<file path="config.mk">
export PLATFORM = sky130hd
export DESIGN_NAME = bram_stream_reader
export DESIGN_NICKNAME = d
export VERILOG_FILES = /design/src/rtl/bram_stream_pkg.sv /design/src/rtl/bram_stream_skid.sv /design/src/rtl/bram_stream_reader.sv
export SDC_FILE = /design/constraint.sdc
export NUM_CORES = 1
export LEC_CHECK = 0
export ABC_AREA = 1
export CAP_MARGIN = 20
export CORE_UTILIZATION = 26
export CTS_BUF_LIST = sky130_fd_sc_hd__clkbuf_2 sky130_fd_sc_hd__clkbuf_4 sky130_fd_sc_hd__clkbuf_8
export CTS_CLUSTER_SIZE = 40
export DETAILED_ROUTE_END_ITERATION = 12
export GPL_TIMING_DRIVEN = 0
export MAX_ROUTING_LAYER = met4
export PLACE_DENSITY_LB_ADDON = 0.05
export SETUP_SLACK_MARGIN = 0.3
export SLEW_MARGIN = 10
export SYNTH_ARGS = -nofsm -noshare
export SYNTH_HDL_FRONTEND = slang
export SYNTH_SLANG_ARGS = --single-unit
export TNS_END_PERCENT = 50
</file>
<file path="constraint.sdc">
create_clock -name clk -period 3.52 [get_ports clk]
set_clock_uncertainty 0.2 [all_clocks]
set_input_delay 0.528 -clock clk [delete_from_list [all_inputs] [get_ports clk]]
set_output_delay 0.528 -clock clk [all_outputs]
set_load 0.005 [all_outputs]
</file>
<file path="src/rtl/bram_stream_pkg.sv">
// Shared types and constants for the BRAM burst reader and its output buffer.
package bram_stream_pkg;

  typedef enum logic [1:0] {
    IDLE  = 2'd0,
    RUN   = 2'd1,
    DRAIN = 2'd2
  } state_t;

  localparam int BUF_DEPTH       = 2;
  localparam int BUF_COUNT_WIDTH = $clog2(BUF_DEPTH + 1);
  localparam int BUF_PTR_WIDTH   = $clog2(BUF_DEPTH);

endpackage

</file>
<file path="src/rtl/bram_stream_skid.sv">
// Two-entry FIFO between the RAM read port and the stream output.
// It accepts a write and a pop in the same cycle so the stream can run at full rate.
module bram_stream_skid
  import bram_stream_pkg::*;
#(
  parameter int DATA_WIDTH = 8
)
(
  input  logic                       clk,
  input  logic                       rst,
  input  logic                       wr_en,
  input  logic [DATA_WIDTH-1:0]      wr_data,
  input  logic                       rd_en,
  output logic [DATA_WIDTH-1:0]      rd_data,
  output logic                       valid,
  output logic [BUF_COUNT_WIDTH-1:0] count
);

  logic [DATA_WIDTH-1:0]      mem [BUF_DEPTH];
  logic [BUF_PTR_WIDTH-1:0]   wr_ptr;
  logic [BUF_PTR_WIDTH-1:0]   rd_ptr;
  logic [BUF_COUNT_WIDTH-1:0] count_q;
  logic                       do_pop;

  assign do_pop  = rd_en && (count_q != '0);
  assign valid   = (count_q != '0);
  assign count   = count_q;
  assign rd_data = mem[rd_ptr];

  // The reader never writes into a full buffer, so no overflow guard is needed here.
  always_ff @(posedge clk) begin
    if (rst) begin
      for (int i = 0; i < BUF_DEPTH; i++) begin
        mem[i] <= '0;
      end
      wr_ptr  <= '0;
      rd_ptr  <= '0;
      count_q <= '0;
    end else begin
      if (wr_en) begin
        mem[wr_ptr] <= wr_data;
        wr_ptr      <= wr_ptr + 1'b1;
      end
      if (do_pop) begin
        rd_ptr <= rd_ptr + 1'b1;
      end
      if (wr_en && !do_pop) begin
        count_q <= count_q + 1'b1;
      end else if (!wr_en && do_pop) begin
        count_q <= count_q - 1'b1;
      end
    end
  end

endmodule

</file>
<file path="src/rtl/bram_stream_reader.sv">
// Reads a burst of consecutive words from a registered-read BRAM and streams
// them out with valid/ready flow control, marking the final word with out_last.
module bram_stream_reader
  import bram_stream_pkg::*;
#(
  parameter int DATA_WIDTH    = 8,
  parameter int ADDRESS_WIDTH = 10
)
(
  input  logic                     clk,
  input  logic                     rst,
  input  logic                     start,
  input  logic [ADDRESS_WIDTH-1:0] base_addr,
  input  logic [ADDRESS_WIDTH:0]   length,
  output logic                     busy,
  output logic                     done,
  output logic [ADDRESS_WIDTH-1:0] ram_raddr,
  output logic                     ram_re,
  input  logic [DATA_WIDTH-1:0]    ram_rdata,
  output logic [DATA_WIDTH-1:0]    out_data,
  output logic                     out_valid,
  input  logic                     out_ready,
  output logic                     out_last
);

  localparam logic [BUF_COUNT_WIDTH:0] BUF_LIMIT = (BUF_COUNT_WIDTH + 1)'(BUF_DEPTH);
  localparam logic [ADDRESS_WIDTH:0]   ONE_LEFT  = (ADDRESS_WIDTH + 1)'(1);

  state_t                     state;
  state_t                     state_next;
  logic [ADDRESS_WIDTH-1:0]   addr;
  logic [ADDRESS_WIDTH-1:0]   addr_next;
  logic [ADDRESS_WIDTH:0]     issue_left;
  logic [ADDRESS_WIDTH:0]     issue_left_next;
  logic [ADDRESS_WIDTH:0]     out_left;
  logic [ADDRESS_WIDTH:0]     out_left_next;
  logic                       in_flight;
  logic                       done_next;
  logic                       pop;
  logic [BUF_COUNT_WIDTH-1:0] buf_count;
  logic [BUF_COUNT_WIDTH:0]   occupancy;

  assign pop       = out_valid && out_ready;
  assign busy      = (state != IDLE);
  assign ram_raddr = addr;
  assign out_last  = out_valid && (out_left == ONE_LEFT);

  // A beat leaving this cycle frees its slot before the next read's data lands,
  // which is what lets the reader sustain one word per cycle.
  assign occupancy = {1'b0, buf_count}
                   + {{BUF_COUNT_WIDTH{1'b0}}, in_flight}
                   - {{BUF_COUNT_WIDTH{1'b0}}, pop};

  bram_stream_skid #(
    .DATA_WIDTH (DATA_WIDTH)
  ) u_skid (
    .clk     (clk),
    .rst     (rst),
    .wr_en   (in_flight),
    .wr_data (ram_rdata),
    .rd_en   (out_ready),
    .rd_data (out_data),
    .valid   (out_valid),
    .count   (buf_count)
  );

  always_ff @(posedge clk) begin
    if (rst) begin
      state      <= IDLE;
      addr       <= '0;
      issue_left <= '0;
      out_left   <= '0;
      in_flight  <= 1'b0;
      done       <= 1'b0;
    end else begin
      state      <= state_next;
      addr       <= addr_next;
      issue_left <= issue_left_next;
      out_left   <= out_left_next;
      in_flight  <= ram_re;
      done       <= done_next;
    end
  end

  // issue_left counts reads still to issue; out_left counts beats still to deliver.
  always_comb begin
    state_next      = state;
    addr_next       = addr;
    issue_left_next = issue_left;
    out_left_next   = out_left;
    done_next       = 1'b0;
    ram_re          = 1'b0;

    if (pop) begin
      out_left_next = out_left - 1'b1;
    end

    case (state)
      IDLE: begin
        if (start) begin
          if (length != '0) begin
            state_next      = RUN;
            addr_next       = base_addr;
            issue_left_next = length;
            out_left_next   = length;
          end else begin
            done_next = 1'b1;
          end
        end
      end
      RUN: begin
        if (occupancy < BUF_LIMIT) begin
          ram_re          = 1'b1;
          addr_next       = addr + 1'b1;
          issue_left_next = issue_left - 1'b1;
          if (issue_left == ONE_LEFT) begin
            state_next = DRAIN;
          end
        end
      end
      DRAIN: begin
        if (pop && (out_left == ONE_LEFT)) begin
          state_next = IDLE;
          done_next  = 1'b1;
        end
      end
      default: begin
        state_next = IDLE;
      end
    endcase
  end

endmodule

</file>
### Yosys cells after proc, flatten, opt, wreduce, memory -nomap -nowiden

Memories as Yosys holds them, arrays and structs flattened. A register that Yosys moved wholly into a read port is not among the register bits.
Index checks and enable logic that the tools add are counted.

* register bits after elaboration: 40
* bits in writable memories: 16
* bits of input ports: 33
* output and inout bits: 23
* logic and storage cells: 81
* memories kept: 1

Memories
* u_skid.mem: words 2, bits a word 8, rd ports 1, clocked after memory_dff 1, write ports 2, line bram_stream_skid.sv:19 `logic [DATA_WIDTH-1:0] mem [BUF_DEPTH];`

* add/sub/neg operators: 9
* magnitude comparators: 1
* equality and inequality tests: 9
* multiplexer cells: 36
* reduce and logical (&&, ||, !) cells: 16

Operators by type and width (count)
* $mux W11: 7
* $mux W10: 3
* $eq A11 B1 Y1 const B: 2
* $pmux W11 S2: 1
* $sub A11 B1 Y11 const B: 2
* $pmux W10 S2: 1
* $mux W1: 14
* $mux W2: 7
* $reduce_bool A11 Y1: 1
* $add A10 B1 Y10 const B: 1
* $ne A2 B2 Y1 const B: 5
* $mux W8: 1
* $reduce_bool A2 Y1: 4
* $reduce_or A8 Y1: 1
* $pmux W2 S3: 1
* $logic_and A1 B1 Y1: 5
* $reduce_and A5 Y1: 1
* $reduce_and A4 Y1: 1
* $add A2 B1 Y3: 1
* $lt A3 B2 Y1 const B: 1
* $sub A3 B1 Y3: 1
* $add A1 B1 Y1 const B: 2
* $add A2 B1 Y2 const B: 1
* $eq A2 B1 Y1 const B: 1
* other kinds (5): 6

### Logic depth before layout (Yosys ltp)

Gate-level depths: netlist of run 1.

* depth after elaboration: 6
* depth in mapped cells: 15
* mapped depth without buffers: 14

### Hierarchy

Synthesis of run 1 repeated with hierarchy kept, for this count alone.

* cell total of the unflattened synthesis: 478
* area total of the unflattened synthesis: 3310.7 µm²

By module, submodules not included
* bram_stream_reader: instances 1, cells an instance 393, area an instance 2389.8 µm², seq. area each 720.7 µm²
* bram_stream_skid: instances 1, cells an instance 85, area an instance 920.9 µm², seq. area each 580.6 µm²

### Worst setup path before layout of run 1

Ideal clock, no wire load.

* path kind: input-to-output
* from: input out_ready
* to: output ram_re
* data arrival time: 1875 ps
* required time: 2792 ps
* setup slack: 917 ps
* cell stages on the path: 8
* buffers on the path: 0
* cells stage by stage: inv_1 nor2_2 nand2_1 a21oi_1 fa_1 nor3_2 nand2_2 inv_1

* cells in the longest elaborated chain, start to end: 5

Ends and longest elaborated chain
* start: declaration: line bram_stream_reader.sv:22 `input logic out_ready,`
* $logic_and A1 B1 Y1: line bram_stream_reader.sv:43 `assign pop = out_valid && out_ready;`
* $sub A3 B1 Y3: line bram_stream_reader.sv:52 `- {{BUF_COUNT_WIDTH{1'b0}}, pop};`
* $lt A3 B2 Y1: line bram_stream_reader.sv:112 `if (occupancy < BUF_LIMIT) begin`
* $mux W1: line bram_stream_reader.sv:112
* $mux W1: line bram_stream_reader.sv:98 `case (state)`
* end: declaration: line bram_stream_reader.sv:18 `output logic ram_re,`

Every way passes these cells.

==> results.cfg, run 1 <==
[pwr]
power.density_nw_per_um2 = 639
ir_worst_vdd_mv = 0.216
p_leak_nw = 1.89
total_power_mw = 2.76

[global_routing]
grt_pass1_vias = 3054
antenna_found_initial = 0
grt-ovfl-total = 0
grt_start_max_net_pins = 13
grt_pass1_wl_um = 15900
grt_usage_pct = 16.8

[floorplanning]
fp.dieW_um = 114
core-area_sq_um = 12200
dieArea_sq_um = 13000
ios = 56
start_util_pct = 26.9
num_rows = 40
die_y_um = 114

[timing]
slew_viol_final = 0
max_slew_margin_pct = 45.9
holdWs_ns = 0.259
tns_ns = 0
timing.final.crit_share_pct = 79.4
hold_viol = 0
clock.fmax_mhz = 358
setup_viol = 0
setup_ws_ns = 0.725
rsz0062_at_grt = false
worst_slew_pin_slew_ns = 0.812
fin_crit_ns = 2.80

[setup_path]
cp-end-kind = register
critPathLaunchType = input pin
r2r-end = ram_raddr[9]$_SDFFE_PP0P_
cp_max_fo = 10
r2r_setup_slack_ns = 0.82
path_class = in2reg
r2r-start = u_skid.count[0]$_SDFFE_PP0P_
cp.required_ns = 3.33
r2r_cells = 14
crit_arrival_ns = 2.61

[synth]
synthAdderAreaFrac_pct = 2.90
syn_area_sq_um = 3270
synth_top_family_by_area = simple AND/OR/NAND/NOR gates
syn-num-nets = 506
synthCells = 466
synth_compound_area_share_pct = 11.3
synth.yosys.seq_area_share_pct = 39.7
ys_types = 36
synthMuxAreaShare_pct = 3.06
synth.avg_cell_area_sq_um = 7.03
ys_warn_count = 0
yosys.area_share.simple_pct = 31.9
synthXorXnorAreaFrac_pct = 0.802
ys_seq_elements = 57

[place]
portBuffers = 55
globalplace.congestion = 0.804
pre_cts_ws_ns = -0.532
dp_hpwl_um = 7180
placed_area_sq_um = 4040

[detailed_routing]
routed_wl_um = 9950
vias_per_cell = 4.41
detailedRoute.firstIterationViolations = 161
first_pass_iters = 5
drc = 0
vias = 3130
wl_per_cell_um = 14.0
drtAntennaViolNets = 0

[clock_network]
numCtsBuffers = 9
clkSlewWorstSetupHoldPaths_ns = 0.07
clockBufferDepth = 2
cts_htree_levels = 3
clkLatencyLatePin_ns = 0.35
cts-root-buf = clkbuf_8
cts_sinks = 57
hold_buffers = 0
cts_tree = built

[run_status]
outcome = finished, final reports clean

[worst_hold_path]
hp-class = reg2reg
min_path_cells = 1
hp-start = u_skid.rd_ptr$_SDFFE_PP0P_

[finish]
fin_nets = 576
syn_to_final_growth_pct = 31.9
drive_above_1_share_pct = 11.5
fin_area_sq_um = 4320
fill_cells = 1345
antenna-diode-count = 0

[run]
max_cap_viol_count = 0
==> power by group <==
part | internal, mW | switching [mW] | total, mW
logic | 0.502 | 0.617 | 1.12
registers | 0.800 | 0.114 | 0.915
clock network | 0.406 | 0.320 | 0.726
total | 1.71 | 1.05 | 2.76
==> worst max-delay path: stages <==
cell and delay [ns]:
clkdlybuf4s50_1 0.61, inv_1 0.17, clkbuf_1 0.40, nand3_1 0.44
nand2_1 0.46
==> cell families after synthesis <==
family,count (synthesis)
DFF,57
xor gates and xnor gates,3
buffers and inverters,80
and+or+nand+nor,238
muxes,9
AOI/OAI and AO/OA,72
adders and majority gates,7
==> synth_stat cells <==
cell / instances / area [sq um]
xor2_1: 3 / 26.3
nor3_1: 5 / 25.0
a21oi_2: 1 / 8.76
nor2_2: 5 / 31.3
mux2_2: 8 / 90.1
o21bai_1: 1 / 7.51
nor3b_2: 1 / 12.5
and3_1: 1 / 6.26
mux2i_1: 1 / 10.0
nor2_1: 63 / 236
nand3_2: 1 / 10.0
nand2_1: 105 / 394
or2_1: 1 / 6.26
nor4_1: 1 / 6.26
o21ai_1: 7 / 35.0
inv_1: 65 / 244
edfxtp_1: 16 / 480
nand2_4: 2 / 22.5
dfxtp_1: 41 / 821
a31oi_1: 2 / 12.5
buf_6: 4 / 45.0
nand3_1: 37 / 185
ha_1: 6 / 75.1
a21oi_1: 32 / 160
fa_1: 1 / 20.0
or2_2: 4 / 25.0
o22ai_1: 2 / 12.5
inv_2: 1 / 3.75
nand3b_1: 1 / 7.51
nor2_4: 1 / 11.3
nor3_2: 1 / 10.0
o21ai_0: 27 / 135
nand2_2: 3 / 18.8
nand4_1: 6 / 37.5
buf_2: 3 / 15.0
clkbuf_1: 7 / 26.3
==> metal layers <==
metal	vias to the layer above	wire [um]	track usage (%)
li1	1637	-	-
met4	0	110	4.94
met3	8	283	3.71
met1	1440	4950	21.4
met5	-	0	-
met2	45	4610	26.5
==> through the flow <==
stage          instances  utilization (%)
2_1_floorplan        466                -
3_3_place_gp         689             33.2
3_5_place_dp         689             33.2
4_1_cts              708             35.4
5_1_grt              709             35.5
6_report             709             35.5
==> cells in the final DEF (no fill, tap or decap), types with 2 or more instances in the layout <==
cell type,n
edfxtp_1,16
inv_2,2
clkdlybuf4s50_1,53
or2_2,4
nor2_4,3
nor2_2,4
clkbuf_1,7
nand2_2,4
buf_6,4
buf_2,4
nand2_4,2
ha_1,6
nand2_1,104
o21ai_1,7
bufinv_16,2
mux2_2,8
o21ai_0,27
clkbuf_8,9
nand3_1,37
o22ai_1,2
a21oi_2,2
nand4_1,6
a21oi_1,31
clkinv_4,2
dfxtp_1,39
xor2_1,3
inv_6,2
a31oi_1,2
nor3_1,5
buf_4,4
inv_1,64
nor2_1,62
==> worst max-delay path by stage <==
stage / to / depth (start not counted) / slack, ns / from
finish: u_skid.mem[1][7]$_SDFFCE_PN0P_ / 5 / 0.72 / rst
global route: u_skid.mem[1][7]$_SDFFCE_PN0P_ / 5 / 0.55 / rst
CTS: ram_re / 11 / 0.32 / u_skid.count[0]$_SDFFE_PP0P_
detailed placement: ram_re / 10 / -0.53 / out_ready
global placement: ram_re / 10 / -0.51 / out_ready
floorplan: ram_re / 8 / 0.92 / out_ready
==> area by class of cell <==
class                   count  area [sq um]  share of cell area, %
plain buffers              14          86.3                   2.00
clock buffers               9           124                   2.87
clock inverters             7           103                   2.38
inverters                  66           248                   5.74
multi-input cells         329          1660                   38.5
flip-flops and latches     57          1310                   30.2
well taps                 168           210                   4.87
repair buffers             59           578                   13.4
==> registers in the layout, summed over array words and instances, names as in the netlist, named ones only <==
register and count:
u_skid.count 2, out_left 11, u_skid.rd_ptr 1, in_flight 1, state 2, issue_left 11
u_skid.mem 16, done 1, ram_raddr 10, u_skid.wr_ptr 1
==> what timing repair did <==
action | in CTS | in global routing
gates resized for setup | 10 | 6
endpoints found under the setup margin | 20 | 1
pin swaps | 3 | 3
setup buffers | 3 | 1
No activity file was read; power rests on OpenSTA's default activity.
==> inputs of run 2 (changes only) <==
==> constraint.sdc (replaced) <==
create_clock -name clk -period 2.83 [get_ports clk]
set_clock_uncertainty 0.2 [all_clocks]
set_input_delay 0.4245 -clock clk [delete_from_list [all_inputs] [get_ports clk]]
set_output_delay 0.4245 -clock clk [all_outputs]
set_load 0.005 [all_outputs]
==> run 2 against run 1 <==
  * Sequential share of layout area is 1.3 points lower
  * Global-route usage is 0.25 points higher
  * Hold slack hardly changed
  * Final area is 4.8% higher
  * Setup slack worse by 0.51 ns
==> results.cfg, run 2 (same netlist as run 1, synthesis figures left out) <==
[setup_path]
cp-end-kind = primary output
cp_max_fo = 5
path_class = in2out
crit_buf_inv = 4
worstPathCellList = clkdlybuf4s15_2, inv_1, nor2_4, nand2_2, a21oi_2, fa_2, nor3_4, nand2_2, inv_1, buf_2
cp_top_family = buffers and inverters
worst_path_max_delay_cell = fa_2
cp.required_ns = 2.21
critical_path.max_stage_delay_ns = 0.48
critPathLaunchType = input pin
crit_arrival_ns = 1.99

[finish]
drive_above_1_share_pct = 14.4
fin_nets = 584
largest_reg_flops = 16
fin_area_sq_um = 4530
fin_util_pct = 37.2
top_regs = u_skid.mem (16), issue_left (11), out_left (11)
finalNonFillerCells = 717
layout_commonest_cell = nand2_1
final_cell_mix = nand2_1, inv_1, nor2_1, clkdlybuf4s50_1, dfxtp_1
antenna-diode-count = 0
regMostFlops = u_skid.mem
syn_to_final_growth_pct = 38.2

[timing]
clock.fmax_mhz = 383
timing.final.crit_share_pct = 92.2
worst_slew_pin_slew_ns = 0.804
setup_viol = 0
setup_ws_ns = 0.220
holdWs_ns = 0.259
tns_ns = 0
hold_viol = 0
slew_viol_final = 0
max_slew_margin_pct = 46.4
fin_crit_ns = 2.61
rsz0062_at_grt = true

[clock_network]
cts_tree = built
numCtsBuffers = 9
clkLatencyLatePin_ns = 0.35
cts_sinks = 57
cts-root-buf = clkbuf_8
clkSlewWorstSetupHoldPaths_ns = 0.07
clockBufferDepth = 2
cts_htree_levels = 3

[place]
portBuffers = 55
placed_area_sq_um = 4040
dp_hpwl_um = 7180
globalplace.congestion = 0.804
pre_cts_ws_ns = -1.01
place_inst = 689

[floorplanning]
dieArea_sq_um = 13000
num_rows = 40
core-area_sq_um = 12200
fp.dieW_um = 114
die_y_um = 114
ios = 56
start_util_pct = 26.9

[global_routing]
antenna_found_initial = 0
grt-ovfl-total = 0
grt_pass1_wl_um = 16200
grt_start_max_net_pins = 13
grt_pass1_vias = 3106
grt_usage_pct = 17.0

[pwr]
p_leak_nw = 1.97
total_power_mw = 3.66
power.density_nw_per_um2 = 809
ir_worst_vdd_mv = 0.277

[detailed_routing]
vias_per_cell = 4.43
drtAntennaViolNets = 0
routed_wl_um = 10100
wl_per_cell_um = 14.1
detailedRoute.firstIterationViolations = 131
first_pass_iters = 4
drc = 0
vias = 3177

[run]
max_cap_viol_count = 0

[run_status]
outcome = finished, final reports clean

[worst_hold_path]
hp-class = reg2reg
-- run 2: changes by cell type in the layout (fill, tap and decap cells not counted), moves of 2 or more --
cell,delta
a21oi_2,+2
nand3_1,-2
a21oi_1,-2
nand2_1,-2
buf_8,+3
nand2_2,+2
buf_6,-2
buf_4,+2
buf_12,+2
nand3_2,+2
inv_2,-2
-- run 2: what timing repair did --
item                       4_1_cts  5_1_grt
setup endpoints to repair       50       47
gates cloned                     2        1
gates resized for setup         32        7
pin swaps                        8        4
setup buffers                    9        0
hold buffers                     0        0
-- run 2: final cells by class --
type                       instances  area [sq um]
fill                            1326          7640
multi-input combinational        329          1700
sequential                        57          1310
timing repair buffer              67           719
inverter                          66           250
tap                              168           210
clock buffer                       9           124
buffer                            14           108
clock inverter                     7           103
-- run 2: per-layer routing --
| metal | GRT usage [%] | share of wire, % | vias to the layer above |
|---|---|---|---|
| met5 | - | 0 | - |
| met4 | 4.94 | 1.0 | 0 |
| met3 | 3.71 | 3.7 | 8 |
| met2 | 27.3 | 47 | 59 |
| met1 | 21.5 | 48 | 1458 |
| li1 | - | - | 1652 |
-- run 2: report_power, final --
part	switching, mW	total (mW)	internal (mW)
clock network	0.397	0.901	0.505
registers	0.138	1.14	0.998
logic	0.824	1.62	0.799
-- run 2: final timing paths --
check	end	cells after the start	from	slack [ns]
setup / recovery	ram_re	10	out_ready	0.22
hold / removal	register	1	u_skid.rd_ptr$_SDFFE_PP0P_	0.26
hold reg to reg	register	1	u_skid.rd_ptr$_SDFFE_PP0P_	0.26
setup reg to reg	ram_raddr[6]$_SDFFE_PP0P_	14	u_skid.count[0]$_SDFFE_PP0P_	0.24
==> inputs of run 3 (changes only) <==
==> constraint.sdc (replaced) <==
create_clock -name clk -period 2.83 [get_ports clk]
set_clock_uncertainty 0.2 [all_clocks]
set_input_delay 0.7075 -clock clk [delete_from_list [all_inputs] [get_ports clk]]
set_output_delay 0.7075 -clock clk [all_outputs]
set_load 0.005 [all_outputs]
==> run 3 against run 2 <==
  * The run now ends with setup timing left
  * Wire length up 0.62%
  * Clock-buffer cell count up 2
  * Die area unchanged
  * Setup slack worse by 0.35 ns
  * Sequential power about the same
  * Register-to-register slack worse by 0.31 ns
  * Combinational power up 10%
  * Critical endpoint unchanged
  * Largest power group unchanged
==> results.cfg, run 3 (same netlist as run 1, synthesis figures left out) <==
[floorplanning]
ios = 56
core-area_sq_um = 12200
start_util_pct = 26.9
num_rows = 40
die_y_um = 114
dieArea_sq_um = 13000
fp.dieW_um = 114

[detailed_routing]
vias_per_cell = 4.43
first_pass_iters = 4
vias = 3227
wl_per_cell_um = 14.0
drc = 0
routed_wl_um = 10200
drtAntennaViolNets = 0
detailedRoute.firstIterationViolations = 146

[global_routing]
grt_pass1_wl_um = 16400
grt-ovfl-total = 0
grt_start_max_net_pins = 11
antenna_found_initial = 0
grt_pass1_vias = 3119
grt_usage_pct = 17.4

[setup_path]
crit_arrival_ns = 2.06
cp-end-kind = primary output
path_class = in2out
critPathLaunchType = input pin
cp.required_ns = 1.92
cp_max_fo = 2

[timing]
max_slew_margin_pct = 50.1
timing.final.crit_share_pct = 105
worst_slew_pin_slew_ns = 0.749
slew_viol_final = 0
setup_ws_ns = -0.135
rsz0062_at_grt = true
holdWs_ns = 0.251
hold_viol = 0
setup_viol = 14
clock.fmax_mhz = 337
fin_crit_ns = 2.96

[finish]
syn_to_final_growth_pct = 42.3
drive_above_1_share_pct = 18.7
regMostFlops = u_skid.mem
fin_area_sq_um = 4660
fin_nets = 596
fin_util_pct = 38.3
largest_reg_flops = 16
top_regs = u_skid.mem (16), issue_left (11), out_left (11)
layout_commonest_cell = nand2_1
antenna-diode-count = 0
final_cell_mix = nand2_1, inv_1, nor2_1, clkdlybuf4s50_1, dfxtp_1

[clock_network]
cts_tree = built
cts_htree_levels = 3
clockBufferDepth = 2
cts_sinks = 57
clkSlewWorstSetupHoldPaths_ns = 0.07
clkLatencyLatePin_ns = 0.35
cts-root-buf = clkbuf_8
numCtsBuffers = 9

[run_status]
violations = setup timing
outcome = finished with violations

[pwr]
total_power_mw = 3.81
ir_worst_vdd_mv = 0.301
p_leak_nw = 2.06
power.density_nw_per_um2 = 817

[run]
max_cap_viol_count = 0

[place]
portBuffers = 55
globalplace.congestion = 0.813
placed_area_sq_um = 4070
pre_cts_ws_ns = -1.46
dp_hpwl_um = 7130

[worst_hold_path]
hp-class = reg2reg
run 3: changes by cell type in the layout (fill, tap and decap cells not counted), moves of 3 or more:
cell,previous run,this run
clkdlybuf4s50_1,53,44
dlygate4sd2_1,0,8
inv_2,0,4
buf_4,6,16
inv_1,65,60
buf_6,2,5
run 3: routing by layer:
layer  vias up  global-route usage, %  part of all wire (%)
li1       1685                      -                     -
met5         -                      -                     0
met3        14                   4.50                   3.5
met1      1472                   21.7                    48
met4         0                   5.80                   1.6
met2        56                   27.3                    47
run 3: area by class of cell:
class	count	area, sq um
Tap cell	168	210
Clock inverter	5	80.1
Buffer	14	118
Clock buffer	11	139
Inverter	66	265
Timing Repair Buffer	79	807
Fill cell	1294	7500
Sequential cell	57	1310
Multi-Input combinational cell	329	1730
run 3: final timing paths:
path | cells after the start | start | end | slack (ns)
max reg2reg | 17 | u_skid.count[1]$_SDFFE_PP0P_ | issue_left[2]$_SDFFE_PP0P_ | -0.07
min reg2reg | 1 | u_skid.rd_ptr$_SDFFE_PP0P_ | register | 0.25
min | 1 | u_skid.rd_ptr$_SDFFE_PP0P_ | register | 0.25
max | 10 | out_ready | ram_re | -0.13
run 3: stage by stage:
stage	instances	setup TNS (ns)
after floorplan	466	0
after global placement	689	-28.30
after detailed placement	689	-30.02
after CTS	724	-0.180
after global routing	729	-3.38
final	729	-1.03
run 3: power by group:
| part | internal, mW | total, mW | leakage (nW) | switching, mW |
|---|---|---|---|---|
| Clock | 0.514 | 0.872 | 0.106 | 0.359 |
| Sequential | 0.997 | 1.14 | 0.505 | 0.144 |
| Combinational | 0.904 | 1.79 | 1.45 | 0.890 |
| Total | 2.41 | 3.81 | 2.06 | 1.39 |
run 3: critical path, cell delays in order:
cell and delay, ns:
buf_12 0.10, inv_12 0.03, nor2_4 0.08, nand2_2 0.07, a21oi_2 0.17, fa_2 0.48
nor3_4 0.16, nand2_2 0.10, inv_2 0.07, buf_6 0.08
run 3: what timing repair did:
item | in CTS | in global routing
pin swaps | 9 | 9
resized for setup | 49 | 23
cloned | 2 | 0
endpoints found under the setup margin | 56 | 31
hold buffers | 0 | 0
setup buffers | 17 | 5
